## src/rtl/uart_defs.sv

```systemverilog
// Shared definitions for the buffered UART transmitter: FSM encoding and defaults.
// Parity support is compiled in only when UART_TX_PARITY_EN is defined.
package uart_defs;

    localparam logic [2:0] ST_IDLE   = 3'd0;
    localparam logic [2:0] ST_START  = 3'd1;
    localparam logic [2:0] ST_DATA   = 3'd2;
    localparam logic [2:0] ST_PARITY = 3'd3;
    localparam logic [2:0] ST_STOP   = 3'd4;

    typedef enum logic [2:0] {
        IDLE   = ST_IDLE,
        START  = ST_START,
        DATA   = ST_DATA,
        PARITY = ST_PARITY,
        STOP   = ST_STOP
    } tx_state_t;

    // 100 MHz system clock at 115200 baud
    localparam int DEFAULT_CLK_DIV = 868;

endpackage

```

## src/rtl/uart_sync_fifo.sv

```systemverilog
// Single-clock FIFO with first-word-fall-through head; an extra pointer bit
// separates full from empty.
module uart_sync_fifo #(
    parameter int DEPTH = 16,
    parameter int WIDTH = 8
) (
    input  logic                     clk,
    input  logic                     rst,
    input  logic                     push,
    input  logic                     pop,
    input  logic [WIDTH-1:0]         data_in,
    output logic [WIDTH-1:0]         data_out,
    output logic                     full,
    output logic                     empty,
    output logic [$clog2(DEPTH):0]   level
);

    localparam int AW = $clog2(DEPTH);

    logic [WIDTH-1:0] mem [DEPTH];
    logic [AW:0]      wr_ptr_reg;
    logic [AW:0]      rd_ptr_reg;
    logic             push_ok;
    logic             pop_ok;

    assign level    = wr_ptr_reg - rd_ptr_reg;
    assign full     = (level == (AW+1)'(DEPTH));
    assign empty    = (wr_ptr_reg == rd_ptr_reg);
    // A full FIFO refuses writes even when a pop happens in the same cycle
    assign push_ok  = push && !full;
    assign pop_ok   = pop && !empty;
    assign data_out = mem[rd_ptr_reg[AW-1:0]];

    always_ff @(posedge clk) begin
        if (push_ok) begin
            mem[wr_ptr_reg[AW-1:0]] <= data_in;
        end
    end

    always_ff @(posedge clk or negedge rst) begin
        if (!rst) begin
            wr_ptr_reg <= '0;
            rd_ptr_reg <= '0;
        end else begin
            if (push_ok) begin
                wr_ptr_reg <= wr_ptr_reg + 1'b1;
            end
            if (pop_ok) begin
                rd_ptr_reg <= rd_ptr_reg + 1'b1;
            end
        end
    end

endmodule

```

## src/rtl/uart_tx_fifo.sv

```systemverilog
// Buffered UART transmitter: valid/ready write port into a FIFO, frame FSM to Tx.
// Optional parity bit enabled by defining UART_TX_PARITY_EN.
module uart_tx_fifo
    import uart_defs::*;
#(
    parameter int CLK_DIV    = DEFAULT_CLK_DIV,
    parameter int DATA_W     = 8,
    parameter int STOP_BITS  = 1,
    parameter int FIFO_DEPTH = 16,
    parameter int PARITY_ODD = 0
) (
    input  logic                          clk,
    input  logic                          rst,
    input  logic [DATA_W-1:0]             data_i,
    input  logic                          valid_i,
    output logic                          ready_o,
    output logic [$clog2(FIFO_DEPTH):0]   level_o,
    output logic                          busy_o,
    output logic                          Tx_o
);

    localparam int              CW        = $clog2(CLK_DIV);
    localparam int              BW        = $clog2(DATA_W);
    localparam logic [CW-1:0]   BAUD_LOAD = CW'(CLK_DIV - 1);
    localparam logic [BW-1:0]   LAST_BIT  = BW'(DATA_W - 1);
    localparam logic            STOP_LAST = (STOP_BITS == 2);

    tx_state_t          state_reg, state_next;
    logic [CW-1:0]      baud_reg, baud_next;
    logic [BW-1:0]      bit_reg, bit_next;
    logic               stop_reg, stop_next;
    logic [DATA_W-1:0]  shift_reg, shift_next;
    logic               tx_reg, tx_next;
    logic               load_frame;
    logic               pop;
    logic               fifo_full;
    logic               fifo_empty;
    logic [DATA_W-1:0]  head;

    uart_sync_fifo #(
        .DEPTH (FIFO_DEPTH),
        .WIDTH (DATA_W)
    ) u_fifo (
        .clk      (clk),
        .rst      (rst),
        .push     (valid_i),
        .pop      (pop),
        .data_in  (data_i),
        .data_out (head),
        .full     (fifo_full),
        .empty    (fifo_empty),
        .level    (level_o)
    );

    assign ready_o = !fifo_full;
    assign busy_o  = (level_o != '0) || (state_reg != IDLE);
    assign Tx_o    = tx_reg;

`ifdef UART_TX_PARITY_EN
    logic parity_reg, parity_next;

    always_ff @(posedge clk or negedge rst) begin
        if (!rst) begin
            parity_reg <= 1'b0;
        end else begin
            parity_reg <= parity_next;
        end
    end
`else
    logic unused_parity_odd;
    assign unused_parity_odd = PARITY_ODD[0];
`endif

    always_ff @(posedge clk or negedge rst) begin
        if (!rst) begin
            state_reg <= IDLE;
            baud_reg  <= '0;
            bit_reg   <= '0;
            stop_reg  <= 1'b0;
            shift_reg <= '0;
            tx_reg    <= 1'b1;
        end else begin
            state_reg <= state_next;
            baud_reg  <= baud_next;
            bit_reg   <= bit_next;
            stop_reg  <= stop_next;
            shift_reg <= shift_next;
            tx_reg    <= tx_next;
        end
    end

    always_comb begin
        state_next = state_reg;
        baud_next  = baud_reg;
        bit_next   = bit_reg;
        stop_next  = stop_reg;
        shift_next = shift_reg;
        tx_next    = tx_reg;
        load_frame = 1'b0;
        pop        = 1'b0;
`ifdef UART_TX_PARITY_EN
        parity_next = parity_reg;
`endif
        // Every bit-time ends when the down-counter reaches zero
        if (baud_reg != '0) begin
            baud_next = baud_reg - 1'b1;
        end

        case (state_reg)
            IDLE: begin
                tx_next = 1'b1;
                if (!fifo_empty) begin
                    load_frame = 1'b1;
                end
            end
            START: begin
                if (baud_reg == '0) begin
                    baud_next  = BAUD_LOAD;
                    bit_next   = '0;
                    tx_next    = shift_reg[0];
                    shift_next = shift_reg >> 1;
                    state_next = DATA;
                end
            end
            DATA: begin
                if (baud_reg == '0) begin
                    baud_next = BAUD_LOAD;
                    if (bit_reg == LAST_BIT) begin
`ifdef UART_TX_PARITY_EN
                        tx_next    = parity_reg;
                        state_next = PARITY;
`else
                        tx_next    = 1'b1;
                        stop_next  = 1'b0;
                        state_next = STOP;
`endif
                    end else begin
                        bit_next   = bit_reg + 1'b1;
                        tx_next    = shift_reg[0];
                        shift_next = shift_reg >> 1;
                    end
                end
            end
`ifdef UART_TX_PARITY_EN
            PARITY: begin
                if (baud_reg == '0) begin
                    baud_next  = BAUD_LOAD;
                    tx_next    = 1'b1;
                    stop_next  = 1'b0;
                    state_next = STOP;
                end
            end
`endif
            STOP: begin
                if (baud_reg == '0) begin
                    if (stop_reg == STOP_LAST) begin
                        if (!fifo_empty) begin
                            load_frame = 1'b1;
                        end else begin
                            tx_next    = 1'b1;
                            state_next = IDLE;
                        end
                    end else begin
                        stop_next = stop_reg + 1'b1;
                        baud_next = BAUD_LOAD;
                    end
                end
            end
            default: begin
                tx_next    = 1'b1;
                state_next = IDLE;
            end
        endcase

        // Pop the head and drive the start bit; shared by IDLE and back-to-back STOP exit
        if (load_frame) begin
            pop        = 1'b1;
            shift_next = head;
            baud_next  = BAUD_LOAD;
            tx_next    = 1'b0;
            state_next = START;
`ifdef UART_TX_PARITY_EN
            parity_next = (^head) ^ PARITY_ODD[0];
`endif
        end
    end

endmodule

```

## config.mk

```make
export PLATFORM = sky130hd
export DESIGN_NAME = uart_tx_fifo
export DESIGN_NICKNAME = d
export VERILOG_FILES = /design/src/rtl/uart_defs.sv /design/src/rtl/uart_sync_fifo.sv /design/src/rtl/uart_tx_fifo.sv
export SDC_FILE = /design/constraint.sdc
export NUM_CORES = 1
export LEC_CHECK = 0
export CAP_MARGIN = 20
export CORE_MARGIN = 10
export CORE_UTILIZATION = 30
export DETAILED_ROUTE_END_ITERATION = 16
export PLACE_DENSITY = 0.49
export SYNTH_ARGS = -nofsm -noshare
export SYNTH_HDL_FRONTEND = slang
export SYNTH_SLANG_ARGS = --single-unit
```

## constraint.sdc

```tcl
create_clock -name clk -period 4.4 [get_ports clk]
set_input_delay 0.44 -clock clk [delete_from_list [all_inputs] [get_ports clk]]
set_output_delay 0.44 -clock clk [all_outputs]
set_load 0.02 [all_outputs]
```

[Yosys cells after proc, flatten, opt, wreduce, memory -nomap -nowiden]
Memory sizes are Yosys's and may differ from the RTL's.
Index checks and enable logic that the tools add are counted.
W data, S select, Z words.
Operators by class
  $add $sub $neg: 6
  mux-type cells: 43
  reduce and logical (&&, ||, !) cells: 19
  eq/ne operators: 19
Operator list (count)
  $mux W10: 5
  $mux W8: 4
  $mux W3: 10
  $ne A3 B3 Y1 const B: 7
  $pmux W10 S2: 1
  $mux W1: 17
  $pmux W8 S2: 1
  $ne A2 B2 Y1 const B: 6
  $pmux W3 S4: 1
  $reduce_and A4 Y1: 3
  $add A5 B1 Y5 const B: 2
  $logic_not A10 Y1: 1
  $reduce_bool A10 Y1: 1
  $sub A10 B1 Y10 const B: 1
  $reduce_and A7 Y1: 1
  $eq A3 B3 Y1 const B: 2
  $pmux W3 S2: 1
  $reduce_bool A3 Y1: 2
  $eq A5 B5 Y1: 1
  $eq A5 B5 Y1 const B: 1
  $reduce_and A5 Y1: 1
  $reduce_bool A5 Y1: 1
  $sub A5 B5 Y5: 1
  $pmux W1 S2: 2
  11 further kinds: 14
Word-level totals
  register bits after elaboration: 36
  RAM bits: 128
  word-level logic and storage cells: 96
  memories kept: 1
Memories
  u_fifo.mem: words 16, width 8, rd ports 1, clocked after memory_dff 0, wr ports 1, RTL line uart_sync_fifo.sv:20  | logic [WIDTH-1:0] mem [DEPTH];

[Logic depth before layout (Yosys ltp)]
Gate-level depths: netlist of run 1.
  depth in word-level cells: 7
  depth in mapped cells: 12
  gate-level depth less buffers: 10

[Modules after synthesis]
Synthesis of run 1 repeated with hierarchy kept, for this count alone.
Unflattened totals
  cell total of the unflattened synthesis: 404
  area total of the unflattened synthesis: 7033.0 um^2
Modules (own cells, without submodules)
  uart_sync_fifo: cells each 262, sequential area each 4093.9 um^2, times used 1, area each 5606.6 um^2
  uart_tx_fifo: cells each 142, sequential area each 626.9 um^2, times used 1, area each 1426.4 um^2

[Worst setup path before layout of run 1]
No wires, ideal clock.
  kind: reg-to-reg
  start: register u_fifo.rd_ptr_reg[2]
  end: memory u_fifo.mem[0][0] (enable)
  arrival time: 3.605 ns
  data required time: 4.002 ns
  cell stages (with the launch flop): 11
  setup time: 0.398 ns
  period minus slack after synthesis: 4.003 ns
  slack: 0.397 ns
  path through: dfrtp_1 > clkbuf_1 > clkbuf_1 > buf_2 > inv_1 > ha_1 > xor2_1 > or3_1 > a211o_1 > nand2_1 > nor4b_1
Between the ends
  cells in the longest elaborated chain, start to end: 6
RTL lines
  start, declared: RTL line uart_sync_fifo.sv:22  | logic [AW:0] rd_ptr_reg;
  start signal, assigned: RTL line uart_sync_fifo.sv:49  | rd_ptr_reg <= rd_ptr_reg + 1'b1;
  $sub A5 B5 Y5: RTL line uart_sync_fifo.sv:26  | assign level = wr_ptr_reg - rd_ptr_reg;
  named net level_o[2]: RTL line uart_tx_fifo.sv:17  | output logic [$clog2(FIFO_DEPTH):0] level_o,
  $eq A5 B5 Y1: RTL line uart_sync_fifo.sv:27  | assign full = (level == (AW+1)'(DEPTH));
  $logic_not A1 Y1
  named net ready_o: RTL line uart_tx_fifo.sv:16  | output logic ready_o,
  $logic_and A1 B1 Y1: RTL line uart_sync_fifo.sv:30  | assign push_ok = push && !full;
  $mux W1: RTL line uart_sync_fifo.sv:35  | if (push_ok) begin
  $mux W1 (implied by the code): RTL line uart_sync_fifo.sv:36  | mem[wr_ptr_reg[AW-1:0]] <= data_in;
  end, declared: RTL line uart_sync_fifo.sv:20
The timed path passes the listed nets, and every way through them passes these cells.

[Worst setup path in the final report of run 1]
  start: register u_fifo.wr_ptr_reg[0]
  end: output ready_o
Between the ends
  cells in the longest elaborated chain, start to end: 3
RTL lines
  start, declared: RTL line uart_sync_fifo.sv:21  | logic [AW:0] wr_ptr_reg;
  start signal, assigned: RTL line uart_sync_fifo.sv:46  | wr_ptr_reg <= wr_ptr_reg + 1'b1;
  $sub A5 B5 Y5: RTL line uart_sync_fifo.sv:26
  $eq A5 B5 Y1: RTL line uart_sync_fifo.sv:27
  $logic_not A1 Y1: RTL line uart_tx_fifo.sv:55  | assign ready_o = !fifo_full;
  end, declared: RTL line uart_tx_fifo.sv:16
No other way between the ends.

==> impl_metrics.csv, run 1 <==
group,metric,value,unit
outcome,status,"completed",
global_routing,grt_pass1_wl,24.0,mm
synthesis,syn_inst,445,
pwr,irDropWorstVdd,0.235,mV
flow_run,max_cap_viol_count,0,
routing,drc_errors,0,
layout,finish.utilization,0.355,
timing,drv_slew,0,
timing,final.period_utilization,0.815,
layout,drive_gt1_frac,0.183,
setup_path,crit_start,"u_fifo.wr_ptr_reg[0]",
synthesis,synth_cell_types,52,
setup_path,crit_type,"register to primary output",
setup_path,cp-start-kind,"register",
placement,io_buffers,18,
clock_tree,ctsResizeCount,0,
clock_tree,cts_root_buffer,"clkbuf_16",
synthesis,seq_area_frac_synth,0.673,
pwr,power,3950,uW
clock_tree,cts_tree,"built",
pwr,p_int,2860,uW
global_routing,grt-ovfl-total,0,
pwr,p_sw_frac,0.275,
routing,wl,15.1,mm
synthesis,synth-edff-count,128,
setup_path,r2r_start,"u_fifo.wr_ptr_reg[0]",
global_routing,grt_use_total,0.104,
timing,worstMarginPinSlew,917,ps
setup_path,cp.required,3960,ps
routing,first_pass_iters,4,
routing,num_vias,3726,
pwr,p_seq_frac,0.471,
setup_path,critPathArrivalTime,3150,ps
routing,vias_per_cell,4.69,
timing,finalSetupViolations,0,
placement,gp_congestion,0.771,
pwr,p_leak,0.00281,uW
timing,hold_viol,0,
pwr,switchingPower,1090,uW
timing,fmax,0.279,GHz
global_routing,grt_pass1_vias,3931,
hold_path,min_path_type,"primary input to async pin",
setup_path,cp_max_fo,7,
floorplan,coreArea,0.0228,mm^2
routing,antenna_left,0,
setup_path,reg2reg_depth,10,
layout,largest_register_ffs,128,
synthesis,synth_top_area_frac,0.548,
timing,fin_worst_skew,12.3,ps
pwr,powerDensity,486,mW/mm^2
layout,area_delta_synth_final,15.7,%
floorplan,initial_utilization,0.307,
timing,whs,114,ps
clock_tree,cts_hold_buf,0,
setup_path,slowest_delay,660,ps
timing,grt_setup_unrepaired,"no",
timing,slew_headroom,0.387,
routing,drt-initial-drc-count,258,
clock_tree,cts_sinks,163,
floorplan,rows,55,
synthesis,yosys.area.top_type,"edfxtp_1",
synthesis,synth.net_count,471,
synthesis,avgSynthCellArea,15.8,um^2
setup_path,crit_path_frequent_cell,"inv_1",
synthesis,ys.flop_type,"edfxtp_1",
pwr,pwr-share-clk,0.357,
synthesis,async_reset_ff_frac,0.215,
layout,antenna_cells,0,
clock_tree,numCtsBuffers,17,
clock_tree,htree_levels,4,
synthesis,synth_seq_cells,163,
placement,hpwlAfterDp,10.1,mm
pwr,comb_power_share,0.172,
synthesis,syn_area,0.00702,mm^2
floorplan,pin_count,19,
setup_path,rrSetupSlack,860,ps
clock_tree,cts_setup_buffers,0,
timing,setup_tns,0,ps
synthesis,yosys-top-cells-area,"edfxtp_1 (55%), dfrtp_1 (12%), mux4_2 (10%), nand2_1 (2.7%), ha_1 (2.5%)",
global_routing,grt_start_max_net_pins,36,
routing,route.detailed.wl_per_inst,19.0,um
floorplan,die_area,0.0299,mm^2
clock_tree,path_clk_slew,70,ps
clock_tree,clk_latency,420,ps
setup_path,worstReg2RegEnd,"u_fifo.mem[0][2]",
setup_path,cp_slowest_cell,"clkdlybuf4s50_1",
synthesis,yosys_warnings,0,
layout,final_nets,496,
floorplan,die_h,173,um
floorplan,die_x,173,um
setup_path,path_cells,"inv_1, ha_1, inv_1, fa_1, a21o_1, a21oi_1, xnor2_1, a211o_1, clkdlybuf4s50_1",
global_routing,antenna_found_initial,0,
timing,finalWorstPathRequiredPeriod,3590,ps
clock_tree,cts.path.max_buffers,2,
setup_path,worstSetupEndpointType,"primary output",
## cells in the final DEF (no fill, tap or decap), types with 4 or more instances in the layout
cell type and instances:
o21ai_0 12, and3_1 11, dfrtp_1 33, a31oi_1 5, mux4_2 32, edfxtp_1 128
nor3_1 7, inv_1 11, a21oi_1 6, ha_1 14, nand2_1 51, buf_4 10
clkdlybuf4s50_1 17, nor2_1 14, xnor2_1 12, clkbuf_16 17, nor2b_1 4, nand3_1 17
and2_1 4, xor2_1 5, nand4_1 4, mux2_2 8
## area by class of cell
| cell class | instances | area (um^2) |
|---|---|---|
| fill | 2221 | 14700 |
| timing repair buffer | 28 | 250 |
| sequential | 163 | 4720 |
| tap | 313 | 392 |
| multi-input combinational | 247 | 2140 |
| clock inverter | 14 | 129 |
| inverter | 13 | 51.3 |
| clock buffer | 17 | 425 |
## metal layers
metal	vias to the layer above	routed length [um]	track usage
li1	1740	-	-
met1	1904	7070	0.138
met2	69	7330	0.162
met3	13	452	0.0268
met4	0	269	0.0327
met5	-	0	0
## critical path: cells and delay by family (launching register included)
family / cells / cell delay, ps
compound gates: 3 / 640
fa+ha+maj: 2 / 590
buf+inv: 3 / 870
xor+xnor: 1 / 210
flops: 1 / 420
## how the worst max path moves through the flow
stage / end / slack (ps) / cells past startpoint
after floorplan: u_fifo.mem[0][0] / 400 / 10
after global placement: u_fifo.mem[0][7] / 1040 / 10
after detailed placement: u_fifo.mem[0][4] / 830 / 10
after CTS: ready_o / 790 / 9
after global routing: u_fifo.mem[0][2] / 550 / 10
final: ready_o / 810 / 9
## synth_stat cells, drive strengths merged (10+ instances only)
| library cell | count |
|---|---|
| nand2 | 51 |
| mux4 | 32 |
| edfxtp | 128 |
| dfrtp | 34 |
| mux2 | 10 |
| nor2 | 14 |
| o21ai | 12 |
| ha | 14 |
| clkbuf | 12 |
| and3 | 11 |
| inv | 12 |
| buf | 10 |
| nand3 | 17 |
| xnor2 | 12 |
## cells by family after synthesis
family | after synthesis | share of synthesized area
buffers and inverters | 35 | 0.0232
AND/OR/NAND/NOR | 133 | 0.0970
AO/OA/AOI/OAI | 37 | 0.0348
XOR/XNOR | 17 | 0.0212
multiplexers | 45 | 0.123
adder cells (fa/ha/maj) | 15 | 0.0278
flip-flops | 163 | 0.673
## power groups by stage
stage                     Clock [uW]  Combinational [uW]  Sequential (uW)
after floorplan                    0                 399             1880
after global placement             0                 680             1880
after CTS                       1430                 691             1860
after detailed placement           0                 688             1890
final                           1410                 680             1860
after global routing            1510                 741             1870
## metrics by stage
stage | instance area [um^2] | std cells | setup slack (ps)
2_1_floorplan | 7020 | 445 | 397
3_3_place_gp | 7560 | 764 | 1040
3_5_place_dp | 7560 | 764 | 833
4_1_cts | 8110 | 795 | 793
5_1_grt | 8110 | 795 | 545
6_report | 8110 | 795 | 812
Note: power is estimated with default switching activity, not from simulation.
==> run 2, diff against run 1 <==
Clock period 4.4 ns to 3.4 ns, I/O delays scaled along.
==> run 2 against run 1 <==
Against the previous run:
- global-route usage up 0.46 points
- critical path type unchanged
- sequential power grew 30%
- clock skew up 1.9 ps
- highest routed layer unchanged
==> impl_metrics.csv, run 2 (synthesis gave the netlist of run 1 again) <==
group,metric,value,unit
setup_path,reg2reg_depth,10,
floorplan,die_x,173,um
setup_path,r2r_start,"u_fifo.wr_ptr_reg[0]",
routing,vias_per_cell,4.82,
pwr,powerDensity,636,mW/mm^2
setup_path,cp-start-kind,"register",
timing,drv_slew,0,
timing,fin_worst_skew,14.2,ps
floorplan,rows,55,
global_routing,use_met3,0.0303,
pwr,p_sw_frac,0.294,
pwr,p_leak,0.00285,uW
timing,setup_tns,0,ps
clock_tree,cts_tree,"built",
clock_tree,cts_sinks,163,
timing,fmax,0.314,GHz
placement,place_area,0.00762,mm^2
timing,final.period_utilization,0.938,
global_routing,grtUsageMet1,0.138,
hold_path,min_path_type,"primary input to async pin",
floorplan,die_area,0.0299,mm^2
timing,grt_setup_unrepaired,"no",
clock_tree,cts_hold_buf,0,
layout,postLayoutCellArea,0.00823,mm^2
timing,finalSetupViolations,0,
global_routing,busiest_layer,"met2",
layout,drive_gt1_frac,0.209,
global_routing,grt-ovfl-total,0,
flow_run,max_cap_viol_count,0,
layout,layout.cells.most_common_list,"edfxtp_1 (128), nand2_1 (50), dfrtp_1 (33), mux4_2 (32)",
layout,final_common_cell,"edfxtp_1",
setup_path,cp_max_fo,7,
layout,area_delta_synth_final,17.3,%
pwr,switchingPower,1540,uW
setup_path,worstReg2RegEnd,"u_fifo.mem[14][0]",
setup_path,worstSetupEndpointType,"primary output",
layout,final_nets,497,
timing,hold_viol,0,
placement,hpwlAfterDp,10.5,mm
timing,slew_headroom,0.420,
placement,io_buffers,18,
routing,num_vias,3842,
pwr,pwr-share-clk,0.365,
timing,finalWorstPathRequiredPeriod,3190,ps
clock_tree,path_clk_slew,70,ps
routing,route.detailed.wl_per_inst,19.8,um
clock_tree,numCtsBuffers,17,
pwr,p_seq_frac,0.460,
routing,first_pass_iters,4,
setup_path,cp.required,3060,ps
setup_path,critPathArrivalTime,2850,ps
clock_tree,cts.path.max_buffers,2,
floorplan,pin_count,19,
setup_path,crit_type,"register to primary output",
global_routing,grt_start_max_net_pins,36,
floorplan,initial_utilization,0.307,
timing,worstMarginPinSlew,868,ps
setup_path,rrSetupSlack,240,ps
global_routing,antenna_found_initial,0,
clock_tree,htree_levels,4,
routing,drc_errors,0,
pwr,comb_power_share,0.175,
pwr,irDropWorstVdd,0.275,mV
floorplan,die_h,173,um
floorplan,coreArea,0.0228,mm^2
global_routing,grtUsageMet2,0.175,
global_routing,grt_pass1_wl,24.7,mm
routing,antenna_left,0,
layout,largest_register_ffs,128,
routing,drt-initial-drc-count,231,
routing,wl,15.8,mm
global_routing,grt_use_total,0.108,
layout,nFillCells,2203,
placement,gp_congestion,0.778,
clock_tree,clk_latency,430,ps
outcome,status,"completed",
clock_tree,cts_root_buffer,"clkbuf_16",
global_routing,grt_pass1_vias,4002,
pwr,p_int,3700,uW
layout,antenna_cells,0,
-- run 2: power groups by stage --
stage	clock network (uW)	registers [uW]	logic, uW
final	1910	2410	914
after floorplan	0	2430	568
after global routing	2050	2430	995
after CTS	1960	2410	928
after detailed placement	0	2450	929
after global placement	0	2450	920
-- run 2: worst max path at each step --
stage	from	endpoint	slack (ps)
2_1_floorplan	u_fifo.rd_ptr_reg[2]	u_fifo.mem[10][0]	100
4_1_cts	u_fifo.wr_ptr_reg[0]	u_fifo.mem[13][5]	30
3_5_place_dp	u_fifo.wr_ptr_reg[0]	u_fifo.mem[13][4]	30
3_3_place_gp	u_fifo.wr_ptr_reg[0]	u_fifo.mem[9][4]	180
5_1_grt	u_fifo.wr_ptr_reg[0]	u_fifo.mem[12][6]	40
6_report	u_fifo.wr_ptr_reg[0]	ready_o	210
-- run 2: per-stage QoR --
| step | instances | power (uW) | util | hold slack, ps | setup WS (ps) |
|---|---|---|---|---|---|
| 2_1_floorplan | 445 | 3000 | - | 44.4 | 99.8 |
| 3_3_place_gp | 765 | 3370 | 0.333 | 467 | 177 |
| 3_5_place_dp | 765 | 3380 | 0.333 | 486 | 34.2 |
| 4_1_cts | 797 | 5300 | 0.360 | 34.6 | 25.7 |
| 5_1_grt | 797 | 5470 | 0.360 | 57.4 | 43.4 |
| 6_report | 797 | 5240 | 0.360 | 2.43 | 210 |
-- run 2: critical path, cell delays in order, from the launching register on --
cell and delay, ps:
dfrtp_1 420, inv_2 110, ha_1 170, inv_1 50, fa_1 420, a21o_1 180, a21oi_1 190, xnor2_1 130
a211o_2 400, dlygate4sd2_1 350
-- run 2: area by class of cell --
cell class	count	area, um^2	area share
sequential	163	4720	0.574
multi-input combinational	247	2200	0.268
clock buffer	17	425	0.0517
tap	313	392	0.0476
timing repair buffer	29	259	0.0315
clock inverter	15	176	0.0214
inverter	13	51.3	0.00624
-- run 2: per-layer routing --
metal,routed length (um),part of all wire
met1,7140,0.45
met2,7830,0.50
met3,559,0.035
met4,223,0.014
met5,0,0
-- run 2: what timing repair did --
item,in CTS,in global routing
setup buffers,0,0
cloned,0,0
endpoints found under the setup margin,1,98
gates resized for setup,1,5
pin swaps,0,1
